[config.mk]
export PLATFORM = sky130hd
export DESIGN_NAME = dm_store_buffer
export DESIGN_NICKNAME = d
export VERILOG_FILES = /design/src/rtl/dm_store_buffer_pkg.sv /design/src/rtl/dm_store_buffer_match.sv /design/src/rtl/dm_store_buffer.sv
export SDC_FILE = /design/constraint.sdc
export NUM_CORES = 1
export LEC_CHECK = 0
export ABC_AREA = 1
export BUFFER_PORTS_ARGS = -buffer_cell sky130_fd_sc_hd__buf_2
export CORE_MARGIN = 2
export CORE_UTILIZATION = 30
export DETAILED_ROUTE_END_ITERATION = 10
export GPL_ROUTABILITY_DRIVEN = 0
export PLACE_DENSITY = 0.49
export SETUP_SLACK_MARGIN = 0.4
export SYNTH_ARGS = -nofsm -noshare
export SYNTH_HDL_FRONTEND = slang
export SYNTH_SLANG_ARGS = --single-unit
[constraint.sdc]
create_clock -name clk -period 9.1 [get_ports clk]
set_input_delay 1.82 -clock clk [delete_from_list [all_inputs] [get_ports clk]]
set_output_delay 1.82 -clock clk [all_outputs]
set_load 0.02 [all_outputs]
[src/rtl/dm_store_buffer_pkg.sv]
// rtl/dm_store_buffer_pkg.sv - store buffer op codes, entry field widths, default depth and load data extraction
package dm_store_buffer_pkg;

    localparam logic [1:0] LS_w = 2'b00;
    localparam logic [1:0] LS_h = 2'b01;
    localparam logic [1:0] LS_b = 2'b10;

    localparam int SB_DEPTH  = 4;
    localparam int SB_ADDR_W = 32;
    localparam int SB_DATA_W = 32;
    localparam int SB_OP_W   = 2;
    localparam int SB_PC_W   = 32;

    // Same right-aligned, zero-extended extraction the DM read path applies
    function automatic logic [SB_DATA_W-1:0] ld_extract(
        input logic [SB_DATA_W-1:0] word,
        input logic [SB_OP_W-1:0]   op,
        input logic [1:0]           off
    );
        logic [SB_DATA_W-1:0] sh;
        case (op)
            LS_h: begin
                sh = word >> {off[1], 4'b0000};
                ld_extract = {16'h0000, sh[15:0]};
            end
            LS_b: begin
                sh = word >> {off, 3'b000};
                ld_extract = {24'h000000, sh[7:0]};
            end
            default: ld_extract = word;
        endcase
    endfunction

endpackage

[src/rtl/dm_store_buffer_match.sv]
// rtl/dm_store_buffer_match.sv - youngest pending-store match and load forwarding/stall decision (SB_FWD_EN)
module sb_match
    import dm_store_buffer_pkg::*;
#(
    parameter int DEPTH = SB_DEPTH,
    parameter int PTR_W = 2
) (
    input  logic [SB_ADDR_W-1:0] addr_q [DEPTH],
    input  logic [SB_DATA_W-1:0] data_q [DEPTH],
    input  logic [SB_OP_W-1:0]   op_q   [DEPTH],
    input  logic [PTR_W-1:0]     head,
    input  logic [PTR_W:0]       count,
    input  logic                 ld_valid,
    input  logic [SB_ADDR_W-1:0] ld_addr,
    input  logic [SB_OP_W-1:0]   ld_op,
    output logic                 ld_hit,
    output logic [SB_DATA_W-1:0] ld_data,
    output logic                 ld_stall
);

    logic             found;
    logic [PTR_W-1:0] yidx;
    logic [PTR_W-1:0] idx;

    // Walk oldest to youngest so the last word-address match wins
    always_comb begin
        found = 1'b0;
        yidx  = '0;
        idx   = '0;
        for (int k = 0; k < DEPTH; k++) begin
            idx = head + PTR_W'(k);
            if (((PTR_W+1)'(k) < count) && (addr_q[idx][31:2] == ld_addr[31:2])) begin
                found = 1'b1;
                yidx  = idx;
            end
        end
    end

`ifdef SB_FWD_EN
    // Forward from a full word or an exactly matching sub-word store, otherwise stall
    always_comb begin
        ld_hit   = 1'b0;
        ld_stall = 1'b0;
        ld_data  = '0;
        if (ld_valid && found) begin
            if (op_q[yidx] == LS_w) begin
                ld_hit  = 1'b1;
                ld_data = ld_extract(data_q[yidx], ld_op, ld_addr[1:0]);
            end else if ((op_q[yidx] == ld_op) && (addr_q[yidx][1:0] == ld_addr[1:0])) begin
                ld_hit  = 1'b1;
                ld_data = ld_extract(data_q[yidx], op_q[yidx], 2'b00);
            end else begin
                ld_stall = 1'b1;
            end
        end
    end
`else
    logic unused_fields;

    // Without forwarding any pending match holds the load until the store drains
    always_comb begin
        ld_hit        = 1'b0;
        ld_data       = '0;
        ld_stall      = ld_valid && found;
        unused_fields = ^{ld_op, ld_addr[1:0]};
        for (int k = 0; k < DEPTH; k++) begin
            unused_fields = unused_fields ^ (^{data_q[k], op_q[k], addr_q[k][1:0]});
        end
    end
`endif

endmodule

[src/rtl/dm_store_buffer.sv]
// rtl/dm_store_buffer.sv - in-order store FIFO draining into the DM write port with load hazard check (SB_FWD_EN)
module dm_store_buffer
    import dm_store_buffer_pkg::*;
#(
    parameter int DEPTH = SB_DEPTH,
    parameter int PTR_W = 2
) (
    input  logic                 clk,
    input  logic                 reset,
    input  logic                 st_valid,
    output logic                 st_ready,
    input  logic [SB_ADDR_W-1:0] st_addr,
    input  logic [SB_DATA_W-1:0] st_data,
    input  logic [SB_OP_W-1:0]   st_op,
    input  logic [SB_PC_W-1:0]   st_pc,
    output logic                 dm_we,
    input  logic                 dm_ready,
    output logic [SB_ADDR_W-1:0] dm_addr,
    output logic [SB_DATA_W-1:0] dm_wd,
    output logic [SB_PC_W-1:0]   dm_pc,
    output logic [SB_OP_W-1:0]   dm_op,
    input  logic                 ld_valid,
    input  logic [SB_ADDR_W-1:0] ld_addr,
    input  logic [SB_OP_W-1:0]   ld_op,
    output logic                 ld_hit,
    output logic [SB_DATA_W-1:0] ld_data,
    output logic                 ld_stall,
    output logic                 empty
);

    logic [SB_ADDR_W-1:0] addr_q [DEPTH];
    logic [SB_DATA_W-1:0] data_q [DEPTH];
    logic [SB_OP_W-1:0]   op_q   [DEPTH];
    logic [SB_PC_W-1:0]   pc_q   [DEPTH];

    logic [PTR_W-1:0] head;
    logic [PTR_W-1:0] tail;
    logic [PTR_W:0]   count;
    logic             push;
    logic             pop;

    // A same-cycle pop never frees room for a push into a full queue
    assign st_ready = (count != (PTR_W+1)'(DEPTH));
    assign empty    = (count == '0);
    assign dm_we    = !empty && reset;
    assign push     = st_valid && st_ready;
    assign pop      = dm_we && dm_ready;

    assign dm_addr = addr_q[head];
    assign dm_wd   = data_q[head];
    assign dm_op   = op_q[head];
    assign dm_pc   = pc_q[head];

    // Entry payload is written at the tail; contents need no reset since count gates use
    always_ff @(posedge clk) begin
        if (push) begin
            addr_q[tail] <= st_addr;
            data_q[tail] <= st_data;
            op_q[tail]   <= st_op;
            pc_q[tail]   <= st_pc;
        end
    end

    // Pointers wrap naturally at DEPTH; reset drops all pending stores
    always_ff @(posedge clk) begin
        if (!reset) begin
            head  <= '0;
            tail  <= '0;
            count <= '0;
        end else begin
            if (push) begin
                tail <= tail + 1'b1;
            end
            if (pop) begin
                head <= head + 1'b1;
            end
            case ({push, pop})
                2'b10:   count <= count + 1'b1;
                2'b01:   count <= count - 1'b1;
                default: count <= count;
            endcase
        end
    end

    sb_match #(
        .DEPTH (DEPTH),
        .PTR_W (PTR_W)
    ) u_match (
        .addr_q   (addr_q),
        .data_q   (data_q),
        .op_q     (op_q),
        .head     (head),
        .count    (count),
        .ld_valid (ld_valid),
        .ld_addr  (ld_addr),
        .ld_op    (ld_op),
        .ld_hit   (ld_hit),
        .ld_data  (ld_data),
        .ld_stall (ld_stall)
    );

endmodule

### Yosys cells after proc, flatten, opt, wreduce, memory -nomap -nowiden

Memory sizes are Yosys's and may differ from the RTL's. A register that Yosys moved wholly into a read port is not among the register bits.
Index checks and enable logic that the tools add are counted.

| storage, ports and cells | value |
|---|---|
| flip-flop bits (word level) | 271 |
| bits in latches | 0 |
| bits in writable memories | 128 |
| bits in read-only memories | 0 |
| bits of input ports | 137 |
| memories kept | 1 |

Memories:

| name | words | width | read ports | clocked after memory_dff | write ports | RTL line | text |
|---|---|---|---|---|---|---|---|
| pc_q | 4 | 32 | 1 | 1 | 1 | dm_store_buffer.sv:34 | `logic [SB_PC_W-1:0] pc_q [DEPTH];` |

| cells by class | value |
|---|---|
| add/subtract/negate cells | 6 |
| $mul | 0 |
| div/mod/pow operators | 0 |
| order comparisons | 10 |
| equal/unequal tests | 7 |
| shift operators | 0 |
| muxes and demuxes | 34 |
| bitwise logic cells | 5 |
| reduce and logical (&&, ||, !) cells | 12 |

Operator list:

| operator | number |
|---|---|
| $mux 32 | 11 |
| $bmux 32 s2 | 5 |
| $bwmux 128 | 2 |
| $eq 30x30->1 | 4 |
| $demux 32 s2 | 1 |
| $ge 3x3->1 const B | 5 |
| $not 2->3 | 5 |
| $mux 2 | 5 |
| $logic_and 1x1->1 | 9 |
| $bwmux 8 | 1 |
| $lt 1x3->1 const A | 2 |
| $lt 2x3->1 const A | 2 |
| $mux 1 | 6 |
| $pmux 3 s2 | 1 |
| $add 2x1->2 const B | 2 |
| $add 2x2->2 const B | 2 |
| $bmux 2 s2 | 1 |
| $demux 2 s2 | 1 |
| $add 3x1->3 const B | 1 |
| $logic_not 3->1 | 1 |
| $lt 3x1->1 const B | 1 |
| $ne 3x3->1 const B | 1 |
| $sub 3x1->3 const B | 1 |
| $eq 2x1->1 const B | 1 |
| 3 further kinds | 3 |

### Depth between registers and ports, before layout

| depth | value |
|---|---|
| depth in word-level cells | 11 |
| depth in mapped cells | 18 |
| mapped depth without buffers | 16 |

### Cells and area by module

From an unflattened synthesis, not the netlist that was laid out.

| second synthesis, totals | value |
|---|---|
| cell total of the unflattened synthesis | 2272 |
| area total of the unflattened synthesis | 20887.5 um2 |

Modules (own cells, without submodules):

| module | instances | cells each | area each (um2) | seq. area each (um2) |
|---|---|---|---|---|
| dm_store_buffer | 1 | 1019 | 15478.6 | 11951.5 |
| sb_match | 1 | 1253 | 5408.9 | 0.0 |

### Worst setup path before layout

OpenSTA, ideal clock, no wires.

| timing path | value |
|---|---|
| path type | input-to-reg |
| from | in st_valid |
| to | reg addr_q[0] (netlist bit) (enable) |
| library setup time | 556 ps |
| arrival | 6082 ps |
| path slack | 2462 ps |
| cell stages on the path | 2 |
| buffers on the path | 0 |
| path through | nand2_1 > nor2_1 |

| on the way | value |
|---|---|
| word-level cells in the longest chain between the ends | 1 |

Ends and longest elaborated chain:

| what | RTL line | text |
|---|---|---|
| from (decl) | dm_store_buffer.sv:10 | `input logic st_valid,` |
| $logic_and 1x1->1 | dm_store_buffer.sv:46 | `assign push = st_valid && st_ready;` |
| to (signal, indexed assignment) | dm_store_buffer.sv:57 | `addr_q[tail] <= st_addr;` |
| to (decl) | dm_store_buffer.sv:31 | `logic [SB_ADDR_W-1:0] addr_q [DEPTH];` |

No other way between the ends.
A chain may end at the register's enable or synchronous reset.

### Worst setup path after layout

| timing path | value |
|---|---|
| from | reg head[1] |
| to | out ld_stall |

| on the way | value |
|---|---|
| word-level cells in the longest chain between the ends | 11 |
| elaborated cells between the ends (all ways) | 32 |
| classes of those cells | add/sub: 3; eq/ne: 4; mux: 16; bitwise: 4; reduce/logical: 5 |

Ends and longest elaborated chain:

| what | RTL line | text |
|---|---|---|
| from (decl) | dm_store_buffer.sv:36 | `logic [PTR_W-1:0] head;` |
| from (signal assigned) | dm_store_buffer.sv:75 | `head <= head + 1'b1;` |
| $add 2x1->2 / $not 2->3 (equally long branches) | dm_store_buffer_match.sv:31, dm_store_buffer_match.sv:32 |  |
| $not 2->3 (not written as such) / $bmux 32 s2 (equally long branches) | dm_store_buffer_match.sv:32 | `if (((PTR_W+1)'(k) < count) && (addr_q[idx][31:2] == ld_addr[31:2])) begin` |
| $bmux 32 s2 / $mux 32 (equally long branches) | dm_store_buffer_match.sv:32 |  |
| $mux 32 (not written as such) | dm_store_buffer_match.sv:32 |  |
| $mux 32 (not written as such) / $eq 30x30->1 (equally long branches) | dm_store_buffer_match.sv:32 |  |
| $eq 30x30->1 / $logic_and 1x1->1 (equally long branches) | dm_store_buffer_match.sv:32 |  |
| $logic_and 1x1->1 / $mux 1 (equally long branches) | dm_store_buffer_match.sv:32 |  |
| $mux 1 (2 in series) | dm_store_buffer_match.sv:32 |  |
| $mux 1 * | dm_store_buffer_match.sv:32 |  |
| $logic_and 1x1->1 * | dm_store_buffer_match.sv:64 | `ld_stall = ld_valid && found;` |
| to (decl) | dm_store_buffer.sv:27 | `output logic ld_stall,` |

Mark *: on every way between the ends. The rest lies on a longest branch, timed or not. The select of a mux whose other input is x is not followed.

==> metrics.yaml <==
clock_network:
  cts.sinks: 401
  hold_buffers: 0
  cts_root_buffer: "clkbuf_16"
  clock_latency_ps: 600
  numCtsBuffers: 48
  cts_setup_buffers: 0
  clk_pin_slew_ps: 60
  cts_buffer_depth: 3
  cts_tree: "done"
  cts_resized: 0
  cts_max_level: 2
synthesis:
  synth_top_area_frac: 0.595
  synth_top_flop_cell: "edfxtp_1"
  ys_types: 25
  synth.most_common_cell: "nand2_1"
  syn_area_um2: 19800
  syn_inst: 2147
  synth.avg_cell_area_um2: 9.21
  synthTopCellsByArea: "edfxtp_1 60%, nand2_1 15%, nand3_1 8.7%"
  netlist_top_cells_count: "784 x nand2_1, 392 x edfxtp_1, 342 x nand3_1"
  synth_async_sr_flop_share: 0
  yosys.area.top_type: "edfxtp_1"
  ys_ff_latch: 401
  ys_seq_area_frac: 0.604
  ys_warn_count: 0
  synth_edf_count: 392
worst_setup_path:
  path_max_fanout: 64
  cpMostUsedCell: "nand2_1"
  path_class: "register to primary output"
  rrSetupSlack_ps: 5970
  worst_path_max_delay_cell: "inv_4"
  critPathArrivalTime_ps: 4430
  slowest_delay_ps: 710
  cp_cell_sequence: "inv_4 -> nand2_2 -> nand2_2 -> buf_4 -> nand2_1 -> nand2_1 -> nand2_1 -> nand2_1 -> nand3_1 -> nor2_1 -> nand2_1 -> nor2_1 -> nand2_1 -> nand2_1 -> nor2_1 -> nor2_1 -> buf_2"
  end_kind: "primary output"
  critPathLaunchType: "register"
  worstPathRequired_ps: 7280
global_routing:
  grt_pass1_vias: 15000
  overflow: 0
  grt_max_degree: 105
  track_usage: 0.172
  antenna_found_initial: 21
  grt_pass1_wl_mm: 88.7
layout:
  nets: 2494
  areaGrowthSynthToFinish_pct: 17.0
  drive_gt1_frac: 0.141
  utilization: 0.353
  nFillCells: 6627
floorplan:
  core_area_um2: 65500
  ios: 272
  num_rows: 94
  die_area_um2: 68000
  die_w_um: 261
  start_util: 0.302
  die_h_um: 261
sta:
  slew_viol_final: 0
  slew-limit-headroom: 0.318
  worst_slew_pin_slew_ps: 1020
  timing.fmax_mhz: 160
  fin_ws_ps: 2850
  period_needed_ps: 6250
  finalSetupTns_ps: 0
  setup_violations: 0
  rsz0062_at_grt: "no"
  hold_violations: 0
  finalCritPeriodShare: 0.687
  skew_ps: 19.5
drt:
  ant_nets: 0
  finalWirelength_mm: 59.4
  dr_total_vias: 15700
  via_per_inst: 4.83
  drc: 0
  drt-initial-drc-count: 1403
  dr.pass1.iters: 8
  wl_per_cell_um: 18.2
place:
  dp_slack_ps: 3430
  dp_hpwl_mm: 38.3
  port-buffer-count: 234
run:
  cap_violations: 0
worst_hold_path:
  hold_class: "register to register"
power:
  cellLeakagePower_nw: 9.77
  powerDensity_nw_per_um2: 234
  vdd_drop_max_mv: 0.174
outcome:
  outcome: "completed"
==> state kept, by name, summed over array words and instances (netlist names), named ones only <==
name,cells
addr_q,128
data_q,128
pc_q,128
op_q,8
count,3
head,2
tail,2
==> critical path, delay by kind of cell, from the launching register on <==
| family | cells | cell delay, ps |
|---|---|---|
| AND/OR/NAND/NOR | 14 | 1720 |
| buffers and inverters | 3 | 1430 |
| flip-flops | 1 | 600 |
==> through the flow <==
step,total power [mW],hold slack (ps),instances,cell area (µm²)
after detailed placement,3.53,538,3163,21500
after global placement,3.51,511,3163,21500
final,5.41,541,3257,23100
after global routing,5.70,576,3253,23100
after floorplan,3.10,490,2179,19900
after CTS,5.48,545,3250,23100
==> cell usage in the layout, fill, tap and decap left out, types with 12 or more instances in the layout <==
master | synthesis | routed
conb_1 | 1 | 33
clkbuf_16 | 0 | 48
o21ai_0 | 82 | 82
buf_4 | 44 | 18
o22ai_1 | 32 | 32
nand4_1 | 23 | 23
inv_1 | 148 | 148
edfxtp_1 | 392 | 392
a22oi_1 | 37 | 37
nor2_1 | 116 | 112
nand3_1 | 342 | 342
buf_2 | 29 | 234
clkbuf_1 | 36 | 12
nand2_1 | 784 | 784
==> power by group <==
part           switching, mW  internal [mW]  total (mW)
sequential            0.0447           2.14        2.19
combinational          0.939          0.350        1.29
clock                  0.784           1.15        1.94
total                   1.77           3.64        5.41
==> final timing paths <==
path                  from        to  cells past startpoint
setup / recovery   head[1]  ld_stall                     17
hold / removal     tail[1]   tail[1]                      2
setup reg to reg  count[0]   op_q[5]                      6
hold reg to reg    tail[1]   tail[1]                      2
==> layer usage <==
metal | vias up | track usage | wire length (µm) | part of all wire
li1 | 7637 | - | - | -
met1 | 7403 | 0.213 | 24700 | 0.42
met2 | 524 | 0.280 | 27300 | 0.46
met3 | 129 | 0.0592 | 5450 | 0.092
met4 | 28 | 0.0597 | 1780 | 0.030
met5 | - | 0 | 155 | 0.0026
==> cell type report <==
class | count | area, µm² | share of cell area
Sequential cell | 401 | 12000 | 0.517
Multi-Input combinational cell | 1488 | 6590 | 0.285
Timing Repair Buffer | 252 | 1310 | 0.0565
Clock buffer | 61 | 1260 | 0.0545
Tap cell | 864 | 1080 | 0.0467
Inverter | 158 | 598 | 0.0259
Clock inverter | 26 | 319 | 0.0138
Antenna cell | 7 | 17.5 | 0.000757
==> cells by family (layout without fill, tap and decap cells) <==
family / Yosys count / after routing / synth area share
fa+ha+maj: 8 / 8 / 0.00506
simple gates: 1268 / 1268 / 0.266
xor+xnor: 11 / 11 / 0.00487
other cells: 1 / 40 / 0.000190
buf+inv: 290 / 497 / 0.0701
compound gates: 168 / 168 / 0.0497
flops: 401 / 401 / 0.604
Power figures use the tool's default switching activity.
